<file path="config.mk">
export PLATFORM = sky130hd
export DESIGN_NAME = ram_arbiter
export DESIGN_NICKNAME = d
export VERILOG_FILES = /design/src/rtl/hdr_ram_pkg.sv /design/src/rtl/req_slot.sv /design/src/rtl/ram_arbiter.sv
export SDC_FILE = /design/constraint.sdc
export NUM_CORES = 1
export LEC_CHECK = 0
export CAP_MARGIN = 10
export CORE_AREA = 2 2 296 298
export DETAILED_ROUTE_END_ITERATION = 8
export DIE_AREA = 0 0 298 300
export HOLD_SLACK_MARGIN = 0.05
export PLACE_DENSITY_LB_ADDON = 0.1
export SLEW_MARGIN = 20
export SYNTH_ARGS = -nofsm -noshare
export SYNTH_HDL_FRONTEND = slang
export SYNTH_SLANG_ARGS = --single-unit
export TNS_END_PERCENT = 10
</file>
<file path="constraint.sdc">
create_clock -name clk -period 4.1 [get_ports clk]
set_input_delay 0.82 -clock clk [delete_from_list [all_inputs] [get_ports clk]]
set_output_delay 0.82 -clock clk [all_outputs]
set_load 0.01 [all_outputs]
</file>
<file path="src/rtl/hdr_ram_pkg.sv">
// Shared defaults, requester ids and FSM encoding for the HDR pipeline SDRAM arbiter.
package hdr_ram_pkg;

    localparam int DEF_ADDR_W = 25;
    localparam int DEF_DATA_W = 128;
    localparam int NUM_REQ    = 3;

    typedef enum logic [1:0] {
        REQ_CAM = 2'd0,
        REQ_HDR = 2'd1,
        REQ_TM  = 2'd2
    } req_id_t;

    typedef enum logic {
        ST_IDLE  = 1'b0,
        ST_ISSUE = 1'b1
    } state_t;

endpackage

</file>
<file path="src/rtl/req_slot.sv">
// One-entry holding slot for a single requester: latches a strobe, frees on its
// grant's ack, and flags any strobe that had to be dropped because the slot was full.
module req_slot
    import hdr_ram_pkg::*;
#(
    parameter int ADDR_W = DEF_ADDR_W,
    parameter int DATA_W = DEF_DATA_W
) (
    input  logic              clk,
    input  logic              rst_n,
    input  logic              req,
    input  logic [ADDR_W-1:0] req_addr,
    input  logic [DATA_W-1:0] req_data,
    input  logic              free,
    output logic              valid,
    output logic [ADDR_W-1:0] addr,
    output logic [DATA_W-1:0] data,
    output logic              overflow
);

    logic load;

    // A slot being freed this cycle can take a new strobe back-to-back.
    assign load = req && (!valid || free);

    always_ff @(posedge clk or negedge rst_n) begin
        if (!rst_n) begin
            valid    <= 1'b0;
            addr     <= '0;
            data     <= '0;
            overflow <= 1'b0;
        end else begin
            if (load) begin
                valid <= 1'b1;
                addr  <= req_addr;
                data  <= req_data;
            end else if (free) begin
                valid <= 1'b0;
            end
            if (req && valid && !free)
                overflow <= 1'b1;
        end
    end

endmodule

</file>
<file path="src/rtl/ram_arbiter.sv">
// Shares one SDRAM controller port between camera writes (fixed top priority) and
// round-robin HDR reads / tone-map writes, with in-order registered read return.
module ram_arbiter
    import hdr_ram_pkg::*;
#(
    parameter int ADDR_W = DEF_ADDR_W,
    parameter int DATA_W = DEF_DATA_W,
    parameter int MAX_RD = 4
) (
    input  logic              clk,
    input  logic              rst_n,
    input  logic              cam_wr_req,
    input  logic [ADDR_W-1:0] cam_wr_addr,
    input  logic [DATA_W-1:0] cam_wr_data,
    output logic              cam_busy,
    input  logic              hdr_rd_req,
    input  logic [ADDR_W-1:0] hdr_rd_addr,
    output logic              hdr_busy,
    output logic              hdr_rd_valid,
    output logic [DATA_W-1:0] hdr_rd_data,
    input  logic              tm_wr_req,
    input  logic [ADDR_W-1:0] tm_wr_addr,
    input  logic [DATA_W-1:0] tm_wr_data,
    output logic              tm_busy,
    output logic              mem_req,
    output logic              mem_we,
    output logic [ADDR_W-1:0] mem_addr,
    output logic [DATA_W-1:0] mem_wdata,
    input  logic              mem_ack,
    input  logic              mem_rd_valid,
    input  logic [DATA_W-1:0] mem_rd_data,
    output logic [2:0]        err_overflow
);

    localparam int CNT_W = $clog2(MAX_RD + 1);

    logic [NUM_REQ-1:0]             strobe, free, slot_valid, ovf, elig;
    logic [NUM_REQ-1:0][ADDR_W-1:0] req_addr, slot_addr;
    logic [NUM_REQ-1:0][DATA_W-1:0] req_data, slot_data;

    state_t           state, state_nxt;
    req_id_t          grant, win, rr_last;
    logic             pick, issue_ack, rd_inc, rd_dec;
    logic [CNT_W-1:0] rd_cnt;

    assign strobe   = {tm_wr_req,  hdr_rd_req,      cam_wr_req};
    assign req_addr = {tm_wr_addr, hdr_rd_addr,     cam_wr_addr};
    assign req_data = {tm_wr_data, {DATA_W{1'b0}},  cam_wr_data};

    for (genvar i = 0; i < NUM_REQ; i++) begin : g_slot
        req_slot #(.ADDR_W(ADDR_W), .DATA_W(DATA_W)) u_slot (
            .clk      (clk),
            .rst_n    (rst_n),
            .req      (strobe[i]),
            .req_addr (req_addr[i]),
            .req_data (req_data[i]),
            .free     (free[i]),
            .valid    (slot_valid[i]),
            .addr     (slot_addr[i]),
            .data     (slot_data[i]),
            .overflow (ovf[i])
        );
    end

    assign cam_busy     = slot_valid[REQ_CAM];
    assign hdr_busy     = slot_valid[REQ_HDR];
    assign tm_busy      = slot_valid[REQ_TM];
    assign err_overflow = ovf;

    assign mem_req   = (state == ST_ISSUE);
    assign issue_ack = (state == ST_ISSUE) && mem_ack;

    always_comb begin
        free = '0;
        if (issue_ack)
            free[grant] = 1'b1;
    end

    // Reads are held back once the controller already has MAX_RD in flight.
    assign elig = {slot_valid[REQ_TM],
                   slot_valid[REQ_HDR] && (rd_cnt < CNT_W'(MAX_RD)),
                   slot_valid[REQ_CAM]};
    assign pick = |elig;

    always_comb begin
        win = REQ_CAM;
        if (elig[REQ_CAM])
            win = REQ_CAM;
        else if (elig[REQ_HDR] && elig[REQ_TM])
            win = (rr_last == REQ_TM) ? REQ_HDR : REQ_TM;
        else if (elig[REQ_HDR])
            win = REQ_HDR;
        else if (elig[REQ_TM])
            win = REQ_TM;
    end

    always_ff @(posedge clk or negedge rst_n) begin
        if (!rst_n)
            state <= ST_IDLE;
        else
            state <= state_nxt;
    end

    always_comb begin
        state_nxt = state;
        case (state)
            ST_IDLE:  if (pick)    state_nxt = ST_ISSUE;
            ST_ISSUE: if (mem_ack) state_nxt = ST_IDLE;
            default:               state_nxt = ST_IDLE;
        endcase
    end

    // Command fields are captured on the pick and held untouched through ISSUE.
    always_ff @(posedge clk or negedge rst_n) begin
        if (!rst_n) begin
            grant     <= REQ_CAM;
            rr_last   <= REQ_TM;
            mem_we    <= 1'b0;
            mem_addr  <= '0;
            mem_wdata <= '0;
        end else if (state == ST_IDLE && pick) begin
            grant     <= win;
            mem_we    <= (win != REQ_HDR);
            mem_addr  <= slot_addr[win];
            mem_wdata <= slot_data[win];
            if (win != REQ_CAM)
                rr_last <= win;
        end
    end

    assign rd_inc = issue_ack && (grant == REQ_HDR);
    assign rd_dec = mem_rd_valid && (rd_cnt != '0);

    always_ff @(posedge clk or negedge rst_n) begin
        if (!rst_n)
            rd_cnt <= '0;
        else if (rd_inc && !rd_dec)
            rd_cnt <= rd_cnt + CNT_W'(1);
        else if (!rd_inc && rd_dec)
            rd_cnt <= rd_cnt - CNT_W'(1);
    end

    always_ff @(posedge clk or negedge rst_n) begin
        if (!rst_n) begin
            hdr_rd_valid <= 1'b0;
            hdr_rd_data  <= '0;
        end else begin
            hdr_rd_valid <= mem_rd_valid;
            if (mem_rd_valid)
                hdr_rd_data <= mem_rd_data;
        end
    end

endmodule

</file>
# ---- Yosys cells after proc, flatten, opt, wreduce, memory -nomap -nowiden
# Index checks and enable logic that the tools add are counted.
dict set report classes {
  bitwise_logic 1
  muxes 23
  order_cmp 4
  n_reduce_logical 37
  addsub 2
  eq_ne 3
}
# op count
set op_table {}
lappend op_table {{128-bit binary-select mux with 2-bit select} 1}
lappend op_table {{128-bit 2-to-1 mux} 1}
lappend op_table {{25-bit binary-select mux with 2-bit select} 1}
lappend op_table {{25-bit 2-to-1 mux} 1}
lappend op_table {{1-bit logical AND} 18}
lappend op_table {{2-bit 2-to-1 mux} 5}
lappend op_table {{2-bit nonzero test} 5}
lappend op_table {{1-bit 2-to-1 mux} 9}
lappend op_table {{3-bit 2-to-1 mux} 3}
lappend op_table {{1-bit logical NOT} 8}
lappend op_table {{2-bit by 3-bit less-than comparator with 1-bit output (second input constant)} 2}
lappend op_table {{3-bit by 1-bit adder with 3-bit output (second input constant)} 1}
lappend op_table {{1-bit logical OR} 3}
lappend op_table {{3-bit less-than comparator (second input constant)} 1}
lappend op_table {{3-bit nonzero test} 1}
lappend op_table {{3-bit OR reduction} 1}
lappend op_table {{3-bit by 1-bit subtractor with 3-bit output (second input constant)} 1}
lappend op_table {{1-bit demux with 2-bit select} 1}
lappend op_table {{2-bit by 1-bit equality test with 1-bit output (second input constant)} 1}
lappend op_table {{2-bit equality test (second input constant)} 1}
lappend op_table {{2-bit by 1-bit >= comparator with 1-bit output (second input constant)} 1}
lappend op_table {{2-bit by 1-bit inequality test with 1-bit output (second input constant)} 1}
lappend op_table {{1-bit case mux with 2 select lines} 1}
lappend op_table {{2-bit AND reduction} 1}
lappend op_table {{1-bit NOT} 1}
dict set report word_totals {
  inputBits 466
  register_bits 628
  output_inout_bits 290
  wordCells 90
}

# ---- Longest topological paths before layout
dict set report logic_depth {
  depth_word 8
  ltp_mapped 9
  ltp_nobuf 8
}

# ---- By module
# Synthesis repeated with hierarchy kept, for this count alone.
dict set report unflattened {
  cells_unflattened 1832
  hier_area_um2 30392.9
}
# mod instances seq_area_each_um2 area_per_inst_um2 cells_each
set modules_own_cells {}
lappend modules_own_cells {req_slot 3 3878.7 6029.5 329}
lappend modules_own_cells {ram_arbiter 1 7283.2 12304.3 845}

# ---- Least setup slack after synthesis
# No wires, ideal clock.
dict set report synth_timing {
  path_type {input-to-reg}
  start {input port mem_rd_valid}
  end {register rd_cnt[1]}
  path_stages 7
  setup_slack_ps 1556
  t_required_ps 3975
  setup_time_ps 125
  arrival_ps 2420
  path_cell_list {buf_2 buf_1 o31ai_1 ha_1 inv_1 fa_1 mux2_2}
}
dict set report synth_between {
  elab_chain_cells 4
  word_cells_on_any_way 6
  classes_between {mux (1); reduce/logical (5)}
}
# item line
set synth_rtl {}
lappend synth_rtl {{start, declared} ram_arbiter.sv:30} ;# input logic mem_rd_valid,
lappend synth_rtl {{1-bit logical AND (*)} ram_arbiter.sv:132} ;# assign rd_dec = mem_rd_valid && (rd_cnt != '0);
lappend synth_rtl {{1-bit logical NOT} ram_arbiter.sv:137} ;# else if (rd_inc && !rd_dec)
lappend synth_rtl {{1-bit logical AND} ram_arbiter.sv:137}
lappend synth_rtl {{3-bit 2-to-1 mux or 2-bit nonzero test (tied branches)} -}
lappend synth_rtl {{end signal, assigned} ram_arbiter.sv:138} ;# rd_cnt <= rd_cnt + CNT_W'(1);
lappend synth_rtl {{end signal, assigned} ram_arbiter.sv:140} ;# rd_cnt <= rd_cnt - CNT_W'(1);
lappend synth_rtl {{end, declared} ram_arbiter.sv:44} ;# logic [CNT_W-1:0] rd_cnt;
# Mark *: on every way between the ends. The rest lies on a longest branch, timed or not.
# A chain may end at the register's enable or synchronous reset.

# ---- Worst setup path in the final report
dict set report layout_timing {
  start {register g_slot[0].u_slot.valid}
  end {output port cam_busy}
}
# item line
set layout_lines {}
lappend layout_lines {{start, declared} req_slot.sv:15} ;# output logic valid,
lappend layout_lines {{start signal, assigned} req_slot.sv:28} ;# valid <= 1'b0;
lappend layout_lines {{start signal, assigned} req_slot.sv:34} ;# valid <= 1'b1;
lappend layout_lines {{start signal, assigned} req_slot.sv:38} ;# valid <= 1'b0;
lappend layout_lines {{end, declared} ram_arbiter.sv:15} ;# output logic cam_busy,
# No word-level cell between the ends.

==> out/results.tsv <==
stage	metric	value	unit
global_routing	track_usage	20.07	%
power	pwr-share-comb	28.3	%
synthesis	synth_top_area_share	61.31	%
finish	regArea	15720	um2
detailed_routing	vias	17710	
setup_path	crit_required	3.28	ns
die	die_x	298	um
cts	cts_root_buf	clkbuf_16	
die	core	86210	um2
finish	drive_above_1_share	26.56	%
synthesis	ys_ff_latch	628	
timing	final.setup.worst_slack	1.273	ns
setup_path	cp_max_fo	9	
placed_design	dp_hpwl	64.29	mm
synthesis	yosys_warnings	0	
detailed_routing	via_per_inst	4.719	
setup_path	crit_slowest_cell	clkdlybuf4s50_1	
die	initial_core_util	29.68	%
placed_design	place_ws	0.9728	ns
timing	period_minus_slack	2.827	ns
global_routing	top_usage_layer	met2	
cts	clk_pin_slew_worst_paths	0.06	ns
synthesis	synth.largest_area_cell	dfrtp_1	
timing	relSlewSlack	27.88	%
power	switching_share	28.89	%
die	die_h	300	um
run	cap_viol_max_count	0	
placed_design	place_congestion	0.8245	
detailed_routing	drt_first_iter_violations	752	
synthesis	synthesis.nets	2244	
power	power.switching	6.647	mW
synthesis	ys.flop_type	dfrtp_1	
cts	cts_inserted_buffers	74	
timing	maxSlewViolCount	0	
global_routing	grt_pass1_vias	19130	
run_status	status	finished clean	
synthesis	syn_avg_cell_area	14.41	um2
setup_path	crit_family	buffers and inverters	
synthesis	async_reset_ff_share	100.0	%
cts	cts_setup_buffers	0	
die	io_pins	756	
power	intPower	16.36	mW
detailed_routing	route.detailed.drc	0	
cts	clock_latency	0.61	ns
synthesis	ys_seq_area_share	61.41	%
detailed_routing	wirelength	90.88	mm
setup_path	worst_setup_path_end_kind	output port	
synthesis	yosysUniqueCellTypes	42	
placed_design	io_buffers	755	
timing	setup_violations	0	
setup_path	crit_path_cell_trace	clkdlybuf4s50_1	
cts	cts.sinks	628	
cts	cts_tree	yes	
global_routing	grt_max_degree	102	
setup_path	crit_arrival	2.01	ns
finish	multi_input_area	9072	um2
cts	cts_htree_levels	3	
worst_hold_path	hold_path_class	input port to async pin	
power	p_seq_share	42.1	%
power	p_leak	15.50	nW
timing	rsz0062_at_grt	false	
global_routing	grt_overflow_total	0	
global_routing	antenna_found_initial	23	
die	fp.dieArea	89400	um2
placed_design	placed_cell_area	34480	um2
timing	tightest_slew	1.079	ns
finish	layout.nets	3000	
setup_path	path_buf_inv	1	
cts	clockBufferDepth	3	
setup_path	critPathKind	flop to output port	
synthesis	netlist_top_cells_area	dfrtp_1 61%, mux2_2 14%, mux2_4 8.2%, nor2_1 3.8%, a221oi_1 3.2%	
timing	post-route-period-util	68.95	%
power	irDropWorstVdd	0.3190	mV
timing	skew	0.03132	ns
cts	postCtsHoldBufs	0	
synthesis	synth_edf_count	0	
power	clock_power_share	29.6	%
timing	setup_tns	0	ns
setup_path	worst_path_largest_cell_delay	0.74	ns
detailed_routing	wire_per_inst	24.22	um
synthesis	syn-cell-area	25590	um2
die	rows	108	
detailed_routing	ant_nets	0	
finish	design_area	37070	um2
timing	hold_viol	0	
global_routing	use_met1	24.58	%
finish	area_growth_syn_to_layout	44.84	%
detailed_routing	dr.pass1.iters	4	
timing	max_freq	0.3537	GHz
setup_path	start_kind	flop	
global_routing	grt_first_pass_wirelength	133.5	mm
synthesis	postSynthCellCount	1776	
global_routing	use_met3	6.489	%
global_routing	grt_use_met2	33.59	%
power	power.density	620.8	nW/um2
cts	cts_resized	0	
finish	n_fill_cell	7990	
through the flow:
stage                     hold slack, ns  power [mW]  instances  utilization [%]
after floorplan                   0.4428       13.07       1776                -
after global placement            0.4526       16.21       3611            39.99
after detailed placement          0.4730       16.40       3611            39.99
after CTS                         0.3175       23.40       3742            42.96
after global routing              0.3186       24.32       3750            42.99
final                             0.2372       23.01       3753            42.99
state kept, by name, summed over array words and instances (netlist names):
| signal | count |
|---|---|
| hdr_rd_data | 128 |
| g_slot.u_slot.data | 256 |
| rd_cnt | 3 |
| mem_wdata | 128 |
| rr_last | 2 |
| hdr_rd_valid | 1 |
| grant | 2 |
| mem_addr | 25 |
| g_slot.u_slot.overflow | 3 |
| mem_req | 1 |
| g_slot.u_slot.addr | 75 |
| g_slot.u_slot.valid | 3 |
| mem_we | 1 |
per-layer routing:
layer | share of wire, % | routed length [um]
met5 | 0.17 | 151
met4 | 2.5 | 2237
met3 | 7.3 | 6597
met2 | 49 | 44730
met1 | 41 | 37160
cell usage in the layout (no fill, tap or decap), types with 29 or more instances in the layout:
cell,n
o21ai_0,34
clkdlybuf4s50_1,753
dfrtp_1,627
mux2_2,320
clkbuf_16,75
nand2_1,34
clkbuf_8,29
mux2_4,140
a221oi_1,94
nor2_1,258
buf_4,34
a221oi_2,34
cell families (layout without fill, tap and decap cells):
group           count (synthesis)  count (layout)  synth area share, %
mux                           460             460                22.30
flops                         628             628                61.41
xor+xnor                        3               3               0.1027
compound gates                219             219                7.529
other cells                     0              11                    0
fa+ha+maj                       2               2               0.1271
simple gates                  330             330                5.256
buf+inv                       134             945                3.276
final timing paths:
| path | start | to | slack [ns] | cells after the start |
|---|---|---|---|---|
| max in group asynchronous | rst_n | hdr_rd_data[18] | 2.68 | 3 |
| worst min-delay path | rst_n | g_slot[1].u_slot.addr[12] | 0.24 | 1 |
| worst max register to register | g_slot[2].u_slot.valid | mem_wdata[125] | 1.40 | 6 |
| worst min register to register | g_slot[1].u_slot.overflow | g_slot[1].u_slot.overflow | 0.48 | 1 |
| min in group clk | g_slot[1].u_slot.overflow | g_slot[1].u_slot.overflow | 0.48 | 1 |
| worst max-delay path | g_slot[0].u_slot.valid | cam_busy | 1.27 | 1 |
Yosys cell counts, types with 2 or more instances:
| master | count |
|---|---|
| buf_6 | 30 |
| o21bai_1 | 3 |
| inv_1 | 5 |
| o21ai_1 | 18 |
| and2_1 | 2 |
| clkbuf_1 | 24 |
| xor2_1 | 2 |
| o21ai_0 | 34 |
| a221oi_1 | 94 |
| nand2b_1 | 4 |
| a211oi_1 | 25 |
| dfrtp_1 | 627 |
| a221oi_2 | 34 |
| and3_1 | 25 |
| mux2_4 | 140 |
| nand2_2 | 2 |
| mux2_2 | 320 |
| o31ai_4 | 2 |
| buf_4 | 7 |
| nand2_1 | 34 |
| buf_2 | 66 |
| nor2_1 | 258 |
final cells by class:
type                    instances  share of cell area (%)
repair buffers                809                   22.20
clock buffers                 110                   6.201
well taps                    1155                   3.899
diodes                         11                 0.07426
flip-flops and latches        628                   42.40
clock inverters                21                  0.7021
multi-input cells            1014                   24.48
inverters                       5                 0.05063
power groups by stage:
stage | clock network [mW] | logic (mW) | registers, mW
after detailed placement | 0 | 6.61 | 9.78
after global placement | 0 | 6.50 | 9.71
after floorplan | 0 | 3.31 | 9.76
after global routing | 7.35 | 7.00 | 9.97
after CTS | 7.06 | 6.64 | 9.69
final | 6.81 | 6.52 | 9.68
Note: power is estimated with default switching activity, not from simulation.
